## config.mk

```make
export PLATFORM = sky130hd
export DESIGN_NAME = branch_resolver_flat
export DESIGN_NICKNAME = d
export VERILOG_FILES = /design/src/rtl/branch_resolver_if.sv /design/src/rtl/branch_resolver.sv /design/src/flat_wrapper.sv
export SDC_FILE = /design/constraint.sdc
export NUM_CORES = 1
export LEC_CHECK = 0
export BUFFER_PORTS_ARGS = -buffer_cell sky130_fd_sc_hd__buf_2
export CORE_MARGIN = 1
export CORE_UTILIZATION = 50
export CTS_BUF_LIST = sky130_fd_sc_hd__clkbuf_16
export DETAILED_ROUTE_END_ITERATION = 10
export PLACE_DENSITY_LB_ADDON = 0.05
export SKIP_LAST_GASP = 1
export SYNTH_ARGS = -nofsm -noshare
export SYNTH_HDL_FRONTEND = slang
export SYNTH_SLANG_ARGS = --single-unit
```

## constraint.sdc

```tcl
create_clock -name clk -period 4.9 [get_ports clk]
set_input_delay 0 -clock clk [delete_from_list [all_inputs] [get_ports clk]]
set_output_delay 0 -clock clk [all_outputs]
set_load 0.05 [all_outputs]
```

## src/rtl/branch_resolver_if.sv

```systemverilog
// Handshake bundle between fetch/execute and branch_resolver.
// Build option BRANCH_RESOLVER_STATS_EN enables the statistics counters.
interface branch_resolver_if #(
  parameter int DEPTH = 4,
  parameter int CNT_W = 16
);
  logic                     pred_valid;
  logic                     pred_taken;
  logic                     pred_ready;
  logic                     res_valid;
  logic                     res_taken;
  logic                     upd_valid;
  logic                     upd_taken;
  logic                     mispredict;
  logic [$clog2(DEPTH):0]   count;
  logic                     err;
  logic [CNT_W-1:0]         branch_cnt;
  logic [CNT_W-1:0]         miss_cnt;

  modport master (
    output pred_valid, pred_taken,
    output res_valid, res_taken,
    input  pred_ready, upd_valid, upd_taken,
    input  mispredict, count, err,
    input  branch_cnt, miss_cnt
  );

  modport slave (
    input  pred_valid, pred_taken,
    input  res_valid, res_taken,
    output pred_ready, upd_valid, upd_taken,
    output mispredict, count, err,
    output branch_cnt, miss_cnt
  );
endinterface

```

## src/rtl/branch_resolver.sv

```systemverilog
// In-order queue of fetch predictions resolved against execute outcomes;
// drives predictor training (upd_*) and a one-cycle mispredict flush.
// Ports: clk, rst (sync, active-high), bus (branch_resolver_if.slave):
//   pred_valid/pred_taken/pred_ready push side, res_valid/res_taken
//   resolve side, upd_valid/upd_taken/mispredict/count/err status,
//   branch_cnt/miss_cnt statistics (built only with the macro
//   BRANCH_RESOLVER_STATS_EN, otherwise tied to 0).
module branch_resolver #(
  parameter int DEPTH = 4,
  parameter int CNT_W = 16
) (
  input  logic              clk,
  input  logic              rst,
  branch_resolver_if.slave  bus
);
  localparam int PW = $clog2(DEPTH);
  localparam int CW = PW + 1;
  localparam logic [CW-1:0] FULL = CW'(DEPTH);

  logic [DEPTH-1:0] mem_q, mem_d;
  logic [PW-1:0]    wr_q, wr_d;
  logic [PW-1:0]    rd_q, rd_d;
  logic [CW-1:0]    cnt_q, cnt_d;
  logic             upd_v_q, upd_v_d;
  logic             upd_t_q, upd_t_d;
  logic             mis_q, mis_d;
  logic             err_q, err_d;

  logic push, pop, miss, empty;

  assign empty = (cnt_q == '0);
  assign push  = bus.pred_valid && (cnt_q != FULL);
  assign pop   = bus.res_valid && !empty;
  assign miss  = pop && (bus.res_taken != mem_q[rd_q]);

  always_comb begin
    mem_d   = mem_q;
    wr_d    = wr_q;
    rd_d    = rd_q;
    cnt_d   = cnt_q;
    upd_v_d = pop;
    upd_t_d = pop ? bus.res_taken : upd_t_q;
    mis_d   = miss;
    err_d   = err_q | (bus.res_valid && empty);
    if (pop)
      rd_d = rd_q + 1'b1;
    // A push in the same cycle as a miss is wrong-path: drop it.
    if (push && !miss) begin
      mem_d[wr_q] = bus.pred_taken;
      wr_d        = wr_q + 1'b1;
    end
    if (miss) begin
      wr_d  = rd_q + 1'b1;
      cnt_d = '0;
    end else begin
      cnt_d = cnt_q + CW'(push) - CW'(pop);
    end
  end

  always_ff @(posedge clk) begin
    mem_q <= mem_d;
  end

  always_ff @(posedge clk) begin
    if (rst) begin
      wr_q    <= '0;
      rd_q    <= '0;
      cnt_q   <= '0;
      upd_v_q <= 1'b0;
      upd_t_q <= 1'b0;
      mis_q   <= 1'b0;
      err_q   <= 1'b0;
    end else begin
      wr_q    <= wr_d;
      rd_q    <= rd_d;
      cnt_q   <= cnt_d;
      upd_v_q <= upd_v_d;
      upd_t_q <= upd_t_d;
      mis_q   <= mis_d;
      err_q   <= err_d;
    end
  end

  assign bus.pred_ready = (cnt_q != FULL);
  assign bus.count      = cnt_q;
  assign bus.upd_valid  = upd_v_q;
  assign bus.upd_taken  = upd_t_q;
  assign bus.mispredict = mis_q;
  assign bus.err        = err_q;

`ifdef BRANCH_RESOLVER_STATS_EN
  logic [CNT_W-1:0] br_q, ms_q;

  always_ff @(posedge clk) begin
    if (rst) begin
      br_q <= '0;
      ms_q <= '0;
    end else begin
      if (pop && (br_q != '1))
        br_q <= br_q + 1'b1;
      if (miss && (ms_q != '1))
        ms_q <= ms_q + 1'b1;
    end
  end

  assign bus.branch_cnt = br_q;
  assign bus.miss_cnt   = ms_q;
`else
  assign bus.branch_cnt = {CNT_W{1'b0}};
  assign bus.miss_cnt   = {CNT_W{1'b0}};
`endif
endmodule

```

## src/flat_wrapper.sv

```systemverilog
// flat-port wrapper written by rule: the top's interface ports become plain ports
module branch_resolver_flat 
#(
  parameter int DEPTH = 4,
  parameter int CNT_W = 16
)
  (clk, rst, bus_pred_valid, bus_pred_taken, bus_res_valid, bus_res_taken, bus_pred_ready, bus_upd_valid, bus_upd_taken, bus_mispredict, bus_count, bus_err, bus_branch_cnt, bus_miss_cnt);
  branch_resolver_if #(.DEPTH(DEPTH), .CNT_W(CNT_W)) bus_i ();
  input  logic clk;
  input  logic rst;
  input wire logic [$bits(bus_i.pred_valid)-1:0] bus_pred_valid;
  input wire logic [$bits(bus_i.pred_taken)-1:0] bus_pred_taken;
  input wire logic [$bits(bus_i.res_valid)-1:0] bus_res_valid;
  input wire logic [$bits(bus_i.res_taken)-1:0] bus_res_taken;
  output wire logic [$bits(bus_i.pred_ready)-1:0] bus_pred_ready;
  output wire logic [$bits(bus_i.upd_valid)-1:0] bus_upd_valid;
  output wire logic [$bits(bus_i.upd_taken)-1:0] bus_upd_taken;
  output wire logic [$bits(bus_i.mispredict)-1:0] bus_mispredict;
  output wire logic [$bits(bus_i.count)-1:0] bus_count;
  output wire logic [$bits(bus_i.err)-1:0] bus_err;
  output wire logic [$bits(bus_i.branch_cnt)-1:0] bus_branch_cnt;
  output wire logic [$bits(bus_i.miss_cnt)-1:0] bus_miss_cnt;
  assign bus_i.pred_valid = bus_pred_valid;
  assign bus_i.pred_taken = bus_pred_taken;
  assign bus_i.res_valid = bus_res_valid;
  assign bus_i.res_taken = bus_res_taken;
  assign bus_pred_ready = bus_i.pred_ready;
  assign bus_upd_valid = bus_i.upd_valid;
  assign bus_upd_taken = bus_i.upd_taken;
  assign bus_mispredict = bus_i.mispredict;
  assign bus_count = bus_i.count;
  assign bus_err = bus_i.err;
  assign bus_branch_cnt = bus_i.branch_cnt;
  assign bus_miss_cnt = bus_i.miss_cnt;
  branch_resolver #(.DEPTH(DEPTH), .CNT_W(CNT_W)) u_core (.clk(clk), .rst(rst), .bus(bus_i));
endmodule
```

# Yosys cells after proc, flatten, opt, wreduce, memory -nomap -nowiden
# Index checks and enable logic that the tools add are counted.
# word_totals
wordCells,36
in_bits,6
regBits,15
out_inout_bits,40
# classes
n_reduce_logical,11
add_sub_neg,4
n_eq_ne,2
mux,7
n_lt_le_gt_ge,3
n_bitwise,1
# ops
operator,count
1-bit logical AND,6
2-bit by 3-bit less-than comparator with 1-bit output (second input constant),2
2-bit by 1-bit adder with 2-bit output (second input constant),2
4-bit bitwise mux,1
2-bit two-way mux,2
3-bit by 1-bit adder with 3-bit output,1
3-bit logical NOT,1
3-bit inequality test (second input constant),1
3-bit by 1-bit subtractor with 3-bit output,1
1-bit binary-select mux with 2-bit select,1
1-bit demux with 2-bit select,1
2-bit by 1-bit greater-or-equal comparator with 1-bit output (second input constant),1
1-bit logical NOT,2
1-bit two-way mux,2
2-bit nonzero test,1
2-bit OR reduction,1
1-bit inequality test,1
1-bit OR,1

# Logic depth before layout (Yosys ltp)
# Gate-level depths: netlist of the first run.
# depth
ltp_word,8
depth_mapped,11
depth_no_buf,10

# Worst setup path after synthesis of the first run
# Ideal clock, no wire load.
# synth_path
path_type,register to register
start,register u_core.cnt_q[2] (netlist: u_core.bus.count[2])
end,register u_core.cnt_q[2] (netlist: u_core.bus.count[2])
required_time_ps,4768
period_less_slack_ps,2648
slack_ps,2252
arrival_time_ps,2517
path_buffers,0
path_stages_with_launch,9
setup_time_ps,132
cell_sequence,dfxtp_1 or3b_1 nand2_1 inv_1 ha_1 fa_1 xnor2_1 xnor2_1 nor3_1
# synth_via
word_cells_on_any_way,9
cone_classes,2 x add/sub; 1 x eq/ne; 6 x reduce/logical
# synth_rtl
item,line_no,text
"start, declared",branch_resolver.sv:23,"logic [CW-1:0] cnt_q, cnt_d;"
"start signal, assigned",branch_resolver.sv:76,cnt_q <= cnt_d;
3-bit inequality test,n/a,
via bus_pred_ready,flat_wrapper.sv:15,output wire logic [$bits(bus_i.pred_ready)-1:0] bus_pred_ready;
1-bit logical AND,branch_resolver.sv:32,assign push = bus.pred_valid && (cnt_q != FULL);
3-bit by 1-bit adder with 3-bit output,branch_resolver.sv:56,cnt_d = cnt_q + CW'(push) - CW'(pop);
3-bit by 1-bit subtractor with 3-bit output,branch_resolver.sv:56,
# The timed path passes the listed nets, and every way through them passes these cells.
# A chain may end at the register's enable or synchronous reset.

# Worst setup path after layout of the first run
# layout_path
start,register u_core.cnt_q[2] (netlist: u_core.bus.count[2])
end,register u_core.cnt_q[2] (netlist: u_core.bus.count[2])
# layout_via
elab_chain_len,5
word_cells_on_any_way,9
cone_classes,2 x add/sub; 1 x eq/ne; 6 x reduce/logical
# layout_lines
item,line_no,text
3-bit logical NOT (*),branch_resolver.sv:31,assign empty = (cnt_q == '0);
1-bit logical NOT (*),branch_resolver.sv:33,assign pop = bus.res_valid && !empty;
1-bit logical AND (*),branch_resolver.sv:33,
via u_core.pop,branch_resolver.sv:29,"logic push, pop, miss, empty;"
branches (longest 2 deep; another with 3-bit by 1-bit subtractor with 3-bit output),n/a,
# Mark *: on every way through the listed nets, which the timed path passes.

==> flow_metrics.tcl, run 1 <==
set metrics [dict create \
    path_cells "nor3_1, nand2b_1, inv_1, ha_1, inv_1, ha_1, fa_1, xnor2_1, xnor2_1, nor3_1" \
    fin_crit_sh_pct 50.9 \
    drc 0 \
    fin_ws_ns 2.41 \
    finalSetupViolCount 0 \
    fmax_mhz 401 \
    grt_max_degree 13 \
    p_per_area_nw_per_um2 598 \
    path_clk_slew_ns 0.05 \
    synth.distinct_cells 28 \
    slowest_delay_ns 0.38 \
    p_leak_nw 0.540 \
    dr_wl_met2_um 699 \
    num-nets-final 140 \
    grt_setup_unrepaired "no" \
    tns_ns 0 \
    cp-end-kind "flop" \
    worst-path-max-fanout 8 \
    syn-instance-count 112 \
    cts_tree "yes" \
    die_h_um 47.5 \
    vias 657 \
    via_per_inst 4.29 \
    synth_area_um2 1040 \
    dp_hpwl_um 1140 \
    timing.final.crit_period_ns 2.49 \
    rows 16 \
    holdCritPathClass "in -> reg" \
    overflow 0 \
    dr.pass1.iters 4 \
    critPathTopFamily "adder cells" \
    ys_async_sr_fraction_pct 0 \
    grt_pass1_wl_um 2150 \
    holdWs_ns 0.00000476 \
    synth-edff-count 4 \
    maxCapViolations 0 \
    first_iter_violations 14 \
    wl_met3_um 80 \
    seqCellArea_um2 340 \
    core_area_um2 1960 \
    ir_worst_vdd_v 0.000357 \
    antenna_found_initial 0 \
    status "complete, no violations" \
    numCtsBuffers 3 \
    synth-xor-area-share_pct 5.07 \
    dp.cells 148 \
    hold_viol 0 \
    critPathBufInv 2 \
    drive_above_1_share_pct 15.1 \
    finalClockSkew_ns 0.00153 \
    io_buffers 13 \
    fillers 207 \
    top_layer_used "met3" \
    clock_path_buffers 2 \
    antennaDiodeCount 0 \
    ioPinCount 46 \
    area_growth_pct 4.22 \
    worstSkewPairLatency_ns 0.24 \
    crit_required_ns 5.01 \
    drv_slew 0 \
    synth-seq-cells 15 \
    grt_pass1_vias 492 \
    cp.arrival_ns 2.60 \
    wl_per_cell_um 9.47 \
    muxShareOfSynthArea_pct 5.07 \
    multi_input_area_um2 519 \
    clock_sinks 15 \
    syn_avg_cell_area_um2 9.26 \
    wirelength_um 1450 \
    die_x_um 47.5 \
    synth_top_family_by_area "buffers and inverters" \
    ys_seq_area_share_pct 32.8 \
    path_class "reg -> reg" \
    track_usage_pct 14.7 \
    start_util_pct 52.9 \
    place.gp.congestion 0.823 \
    htree_levels 1 \
    dieArea_um2 2260 \
    synth_top_flop_cell "dfxtp_1" \
    wl_met1_um 669 \
    dp_worst_setup_slack_ns 2.43 \
    cts_resized 0 \
    yosys.area_share.adder_pct 9.17 \
    synth_compound_area_share_pct 7.00 \
    final_antenna_net_count 0 \
    synth-simple-area-share_pct 12.2 \
    critPathLaunchType "flop" \
    ys_warn_count 0 \
    final_cells 153 \
    root_buffer "clkbuf_16" \
    slowest_stage "fa_1" \
]
-- timing repair --
item | 4_1_cts | 5_1_grt
hold buffers | 1 | 0
setup buffers | 0 | 0
endpoints found under the hold margin | 4 | 0
-- report_power, final --
group	leakage, nW	switching (W)	total [W]	internal (W)
combinational	0.371	0.000209	0.000302	0.0000922
sequential	0.127	0.0000282	0.000191	0.000163
clock	0.0423	0.0000453	0.000153	0.000108
-- cells in the final DEF, fill, tap and decap left out --
| master | instances |
|---|---|
| dfxtp_1 | 11 |
| fa_1 | 1 |
| edfxtp_1 | 4 |
| nand2b_1 | 2 |
| nor2_1 | 4 |
| and3_2 | 1 |
| and3_1 | 4 |
| inv_1 | 10 |
| or3b_1 | 1 |
| mux2i_4 | 1 |
| mux2i_1 | 3 |
| nor3b_1 | 2 |
| o22ai_1 | 2 |
| nand2_1 | 7 |
| dlygate4sd3_1 | 1 |
| clkbuf_16 | 3 |
| a211oi_1 | 3 |
| a211o_1 | 1 |
| xnor2_1 | 3 |
| nor3_1 | 2 |
| or2_2 | 1 |
| a2111oi_0 | 1 |
| buf_2 | 13 |
| ha_1 | 6 |
| conb_1 | 32 |
| xor2_1 | 3 |
| a21oi_1 | 4 |
-- metrics by stage --
| step | power [W] | util (%) | area (um^2) |
|---|---|---|---|
| 3_5_place_dp | 0.000496 | 50.6 | 992 |
| 2_1_floorplan | 0.000468 | - | 1150 |
| 3_3_place_gp | 0.000494 | 50.6 | 992 |
| 4_1_cts | 0.000653 | 55.1 | 1080 |
| 5_1_grt | 0.000698 | 55.1 | 1080 |
| 6_report | 0.000646 | 55.1 | 1080 |
-- tightest hold or removal path, cell delays in order --
cell,delay [ns]
buf_2,0.09
a21oi_1,0.05
nor2_1,0.07
-- per-layer routing --
metal	global-route usage (%)	up-vias
li1	-	331
met1	18.0	300
met2	21.9	26
met3	4.53	0
met4	10.0	0
met5	0	-
-- synthesized netlist by cell type (3+ instances only) --
master | n | area (um^2)
inv_1 | 9 | 33.8
a211oi_1 | 3 | 22.5
dfxtp_1 | 11 | 220
a21oi_1 | 4 | 20.0
edfxtp_1 | 4 | 120
and3_1 | 4 | 25.0
mux2i_1 | 3 | 30.0
buf_4 | 32 | 240
ha_1 | 6 | 75.1
xnor2_1 | 3 | 26.3
xor2_1 | 3 | 26.3
nor2_1 | 4 | 15.0
nand2_1 | 7 | 26.3
-- kinds of logic after synthesis --
family	Yosys count
fa+ha+maj	7
other cells	1
compound gates	11
simple gates	24
xor+xnor	6
mux	4
flops	15
buf+inv	44
-- final cells by class --
type                    instances  area share [%]
multi-input cells              84            48.0
well taps                      27            3.12
clock buffers                   3            6.94
clock inverters                 1           0.347
inverters                       9            3.12
flip-flops and latches         15            31.5
repair buffers                 14            6.94
-- flip-flops by register name, summed over array words and instances (netlist names) --
| register | count |
|---|---|
| u_core.bus.upd_valid | 1 |
| u_core.mem_q | 4 |
| u_core.rd_q | 2 |
| u_core.bus.count | 3 |
| u_core.bus.mispredict | 1 |
| u_core.bus.err | 1 |
| u_core.bus.upd_taken | 1 |
| u_core.wr_q | 2 |
-- final timing paths --
kind	start	to	slack [ns]	cells after the start
worst max-delay path	u_core.bus.count[2]	u_core.bus.count[2]	2.41	10
worst min-delay path	bus_res_valid	u_core.bus.err	0.000005	3
worst max register to register	u_core.bus.count[2]	u_core.bus.count[2]	2.41	10
worst min register to register	u_core.bus.upd_taken	u_core.bus.upd_taken	0.46	2
No activity file was read; power rests on OpenSTA's default activity.
==> inputs of run 2 (changes only) <==
CORE_UTILIZATION = 42   (was 50)
clock period = 2.1 ns   (was 4.9 ns; I/O delays follow)
==> run 2 against run 1 <==
Against the previous run:
- routed wire length increased by 10%
- core utilization decreased by 4.9 points
- cell area increased by 5.7%
- flip-flop and latch count unchanged
- hold slack improved by 0.039 ns
- non-clock buffer count increased by 2
==> flow_metrics.tcl, run 2 (synthesis results as in run 1) <==
set metrics [dict create \
    ioPinCount 46 \
    ir_worst_vdd_v 0.000586 \
    clock_sinks 15 \
    track_usage_pct 13.9 \
    dr.pass1.iters 4 \
    overflow 0 \
    tightest_slew_ns 0.553 \
    seqCellArea_um2 352 \
    max-slew-margin-rel_pct 62.9 \
    timing.final.crit_period_ns 2.05 \
    layout_commonest_cell "conb_1" \
    die_x_um 51.7 \
    die_h_um 51.7 \
    grt_setup_unrepaired "yes" \
    worst-path-max-fanout 5 \
    dp_worst_setup_slack_ns 0.0197 \
    grt_use_met3_pct 3.51 \
    vias 666 \
    via_per_inst 4.27 \
    dieArea_um2 2670 \
    regToRegEndpoint "u_core.bus.count[2]" \
    grt_pass1_wl_um 2580 \
    p_leak_nw 0.567 \
    grt_pass1_vias 559 \
    clock_path_buffers 2 \
    grt.busiest_layer "met2" \
    area_growth_pct 10.1 \
    path_clk_slew_ns 0.05 \
    worstHoldStart "bus_res_valid" \
    postCtsSetupBuffers 0 \
    crit_path_start "u_core.bus.count[1]" \
    dp_hpwl_um 1200 \
    grt_max_degree 13 \
    final_antenna_net_count 0 \
    fmax_mhz 487 \
    path_class "reg -> reg" \
    p_per_area_nw_per_um2 1410 \
    antenna_found_initial 0 \
    met1_usage_pct 16.6 \
    maxCapViolations 0 \
    use_met2_pct 22.3 \
    drive_above_1_share_pct 24.2 \
    drc 0 \
    first_iter_violations 13 \
    htree_levels 1 \
    placed_cell_area_um2 1040 \
    tns_ns 0 \
    layout_common_cells "32 x conb_1, 13 x buf_2, 9 x inv_1" \
    r2r_start "u_core.bus.count[1]" \
    rows 17 \
    largest_reg_flops 4 \
    root_buffer "clkbuf_16" \
    reg2reg_slack_ns 0.05 \
    cp.arrival_ns 2.16 \
    status "complete, no violations" \
    drv_slew 0 \
    holdCritPathClass "in -> reg" \
    finalSetupViolCount 0 \
    antennaDiodeCount 0 \
    critPathLaunchType "flop" \
    cp-end-kind "flop" \
    utilization_pct 50.2 \
    wirelength_um 1600 \
    fin_crit_sh_pct 97.8 \
    place.gp.congestion 0.754 \
    whs_endpoint "u_core.bus.err" \
    worstSkewPairLatency_ns 0.24 \
    wl_per_cell_um 10.3 \
    multi_input_area_um2 553 \
    start_util_pct 45.6 \
    crit_required_ns 2.21 \
    core_area_um2 2280 \
    hold_viol 0 \
    top_register "u_core.mem_q" \
    fin_area_um2 1140 \
    ff2ff_path_depth 10 \
    fin_ws_ns 0.0462 \
    io_buffers 13 \
    num-nets-final 142 \
    cts_tree "yes" \
    numCtsBuffers 3 \
    holdWs_ns 0.0387 \
    whs_path_depth 3 \
    finalClockSkew_ns 0.00261 \
    fillers 214 \
]
==> run 2: cell type report <==
class                      count  area share (%)
timing repair buffer          16            7.89
clock inverter                 1           0.329
tap                           28            3.07
clock buffer                   3            6.57
multi-input combinational     84            48.4
inverter                       9            2.96
sequential                    15            30.8
==> run 2: critical path, cell delays in order (launching register included) <==
cell and delay, ns:
dfxtp_4 0.37, nor3_4 0.18, nand2b_4 0.15, inv_2 0.03
ha_1 0.25, inv_1 0.04, ha_1 0.18, fa_2 0.36
xnor2_2 0.17, xnor2_1 0.14, nor3_1 0.05
==> run 2: metrics by stage <==
step | cells | power [W]
after floorplan | 143 | 0.00115
after detailed placement | 151 | 0.00123
after global placement | 151 | 0.00122
after global routing | 156 | 0.00174
final | 156 | 0.00161
after CTS | 156 | 0.00160
==> run 2: what timing repair did <==
item	4_1_cts	5_1_grt
setup endpoints to repair	0	2
hold buffers	1	0
gates resized for setup	0	2
hold endpoints to repair	4	0
==> run 2: how the worst max path moves through the flow <==
stage                                     end  slack [ns]  depth (start not counted)
after floorplan           u_core.bus.count[2]       -0.04                         11
after global placement    u_core.bus.count[2]        0.07                         10
after detailed placement  u_core.bus.count[2]        0.02                         10
after CTS                 u_core.bus.count[2]       0.004                         10
after global routing      u_core.bus.count[2]       -0.05                         10
final                     u_core.bus.count[2]        0.05                         10
==> run 2: power by group <==
group / internal, W / switching, W
sequential: 0.000391 / 0.0000792
combinational: 0.000268 / 0.000513
clock: 0.000252 / 0.000110
total: 0.000910 / 0.000702
==> run 2: per-layer routing <==
layer  routed length [um]  share of wire (%)
met4                   32                2.0
met3                   79                4.9
met5                    0                  0
met1                  760                 47
met2                  728                 45
==> inputs of run 3 (changes only) <==
RECOVER_POWER = 50   (was default)
==> run 3 against run 2 <==
Against the previous run:
- die area did not move
- non-clock buffer count unchanged
- sequential power barely moved
- critical path depth stayed put
- global-route usage stayed put
- via count is 0.15% higher
- sequential share of layout area rose by 0.10 points
- total power decreased by 0.10%
- clock-buffer cell count stayed put
==> flow_metrics.tcl, run 3 (synthesis results as in run 1) <==
set metrics [dict create \
    area_growth_pct 9.77 \
    postCtsSetupBuffers 0 \
    critPathLaunchType "flop" \
    hold_viol 0 \
    max-slew-margin-rel_pct 61.0 \
    slowest_delay_ns 0.37 \
    dieArea_um2 2670 \
    grt_pass1_wl_um 2580 \
    num-nets-final 142 \
    largest_reg_flops 4 \
    clock_sinks 15 \
    ir_worst_vdd_v 0.000586 \
    overflow 0 \
    io_buffers 13 \
    slowest_stage "dfxtp_4" \
    drive_above_1_share_pct 21.9 \
    worstSkewPairLatency_ns 0.24 \
    r2r_start "u_core.bus.count[1]" \
    die_x_um 51.7 \
    final_antenna_net_count 0 \
    p_leak_nw 0.556 \
    tightest_slew_ns 0.588 \
    finalSetupViolCount 0 \
    drv_slew 0 \
    clock_path_buffers 2 \
    rows 17 \
    worst-path-max-fanout 5 \
    antennaDiodeCount 0 \
    numCtsBuffers 3 \
    cp-end-kind "flop" \
    fin_ws_ns 0.0448 \
    fin_crit_sh_pct 97.9 \
    finalClockSkew_ns 0.00197 \
    tns_ns 0 \
    top_register "u_core.mem_q" \
    ff2ff_path_depth 10 \
    wirelength_um 1610 \
    whs_path_depth 3 \
    holdCritPathClass "in -> reg" \
    critPathBufInv 2 \
    die_h_um 51.7 \
    vias 667 \
    worstHoldStart "bus_res_valid" \
    wl_per_cell_um 10.3 \
    grt_setup_unrepaired "yes" \
    cts_tree "yes" \
    p_per_area_nw_per_um2 1410 \
    antenna_found_initial 0 \
    cp.arrival_ns 2.16 \
    htree_levels 1 \
    critPathTopFamily "adder cells" \
    ioPinCount 46 \
    via_per_inst 4.28 \
    start_util_pct 45.6 \
    track_usage_pct 13.9 \
    dp_worst_setup_slack_ns 0.0197 \
    path_cells "nor3_4, nand2b_4, inv_2, ha_1, inv_1, ha_1, fa_2, xnor2_2, xnor2_1, nor3_1" \
    grt_max_degree 13 \
    status "complete, no violations" \
    fmax_mhz 487 \
    dp_hpwl_um 1200 \
    crit_top_cell "ha_1" \
    layout_common_cells "32 x conb_1, 10 x buf_2, 9 x inv_1" \
    timing.final.crit_period_ns 2.06 \
    first_iter_violations 13 \
    maxCapViolations 0 \
    place.gp.congestion 0.754 \
    cp.depth 10 \
    fillers 216 \
    path_clk_slew_ns 0.05 \
    path_class "reg -> reg" \
    dr.pass1.iters 3 \
    grt_pass1_vias 559 \
    crit_path_start "u_core.bus.count[1]" \
    core_area_um2 2280 \
    layout_commonest_cell "conb_1" \
    drc 0 \
    crit_required_ns 2.21 \
    root_buffer "clkbuf_16" \
]
## run 3: cell count changes in the layout (fill, tap and decap cells not counted)
cell,before,now
buf_2,13,10
clkbuf_1,0,3
## run 3: stage by stage
step / hold slack [ns] / area [um^2] / cells / utilization [%] / total power, W
CTS: 0.00173 / 1130 / 156 / 49.6 / 0.00160
finish: 0.0397 / 1140 / 156 / 50.0 / 0.00161
global placement: 0.220 / 1040 / 151 / 45.7 / 0.00122
global route: 0.0668 / 1140 / 156 / 50.0 / 0.00173
floorplan: 0.0663 / 1190 / 143 / - / 0.00115
detailed placement: 0.224 / 1040 / 151 / 45.7 / 0.00123
## run 3: tightest hold or removal path: stages
cell,delay (ns)
buf_2,0.11
a21oi_1,0.06
nor2_1,0.07
## run 3: routing by layer
metal  part of all wire (%)  track usage, %  up-vias
met5                      0               0        -
met4                    1.9            8.11        0
met3                    5.0            3.51        4
met2                     45            22.3       32
met1                     47            16.6      297
li1                       -               -      334
## run 3: power breakdown
group	switching (W)	total [W]	internal [W]	leakage, nW
clock network	0.000111	0.000362	0.000252	0.0423
registers	0.0000790	0.000470	0.000391	0.129
logic	0.000513	0.000778	0.000265	0.385
## run 3: cell type report
class / instances / area, um^2 / share of cell area (%)
Clock buffer: 3 / 75.1 / 6.59
Clock inverter: 1 / 3.75 / 0.330
Inverter: 9 / 33.8 / 2.97
Multi-Input combinational cell: 84 / 553 / 48.6
Sequential cell: 15 / 352 / 30.9
Tap cell: 28 / 35.0 / 3.08
Timing Repair Buffer: 16 / 86.3 / 7.58
## run 3: path summary, 6_finish.rpt
kind	endpoint	slack, ns
hold reg to reg	u_core.bus.upd_taken	0.45
setup / recovery	u_core.bus.count[2]	0.04
setup reg to reg	u_core.bus.count[2]	0.04
hold / removal	u_core.bus.err	0.04
## run 3: repair_timing
item,in CTS,in global routing
setup endpoints to repair,0,2
hold buffers,1,0
hold endpoints to repair,4,0
gates resized for setup,0,2
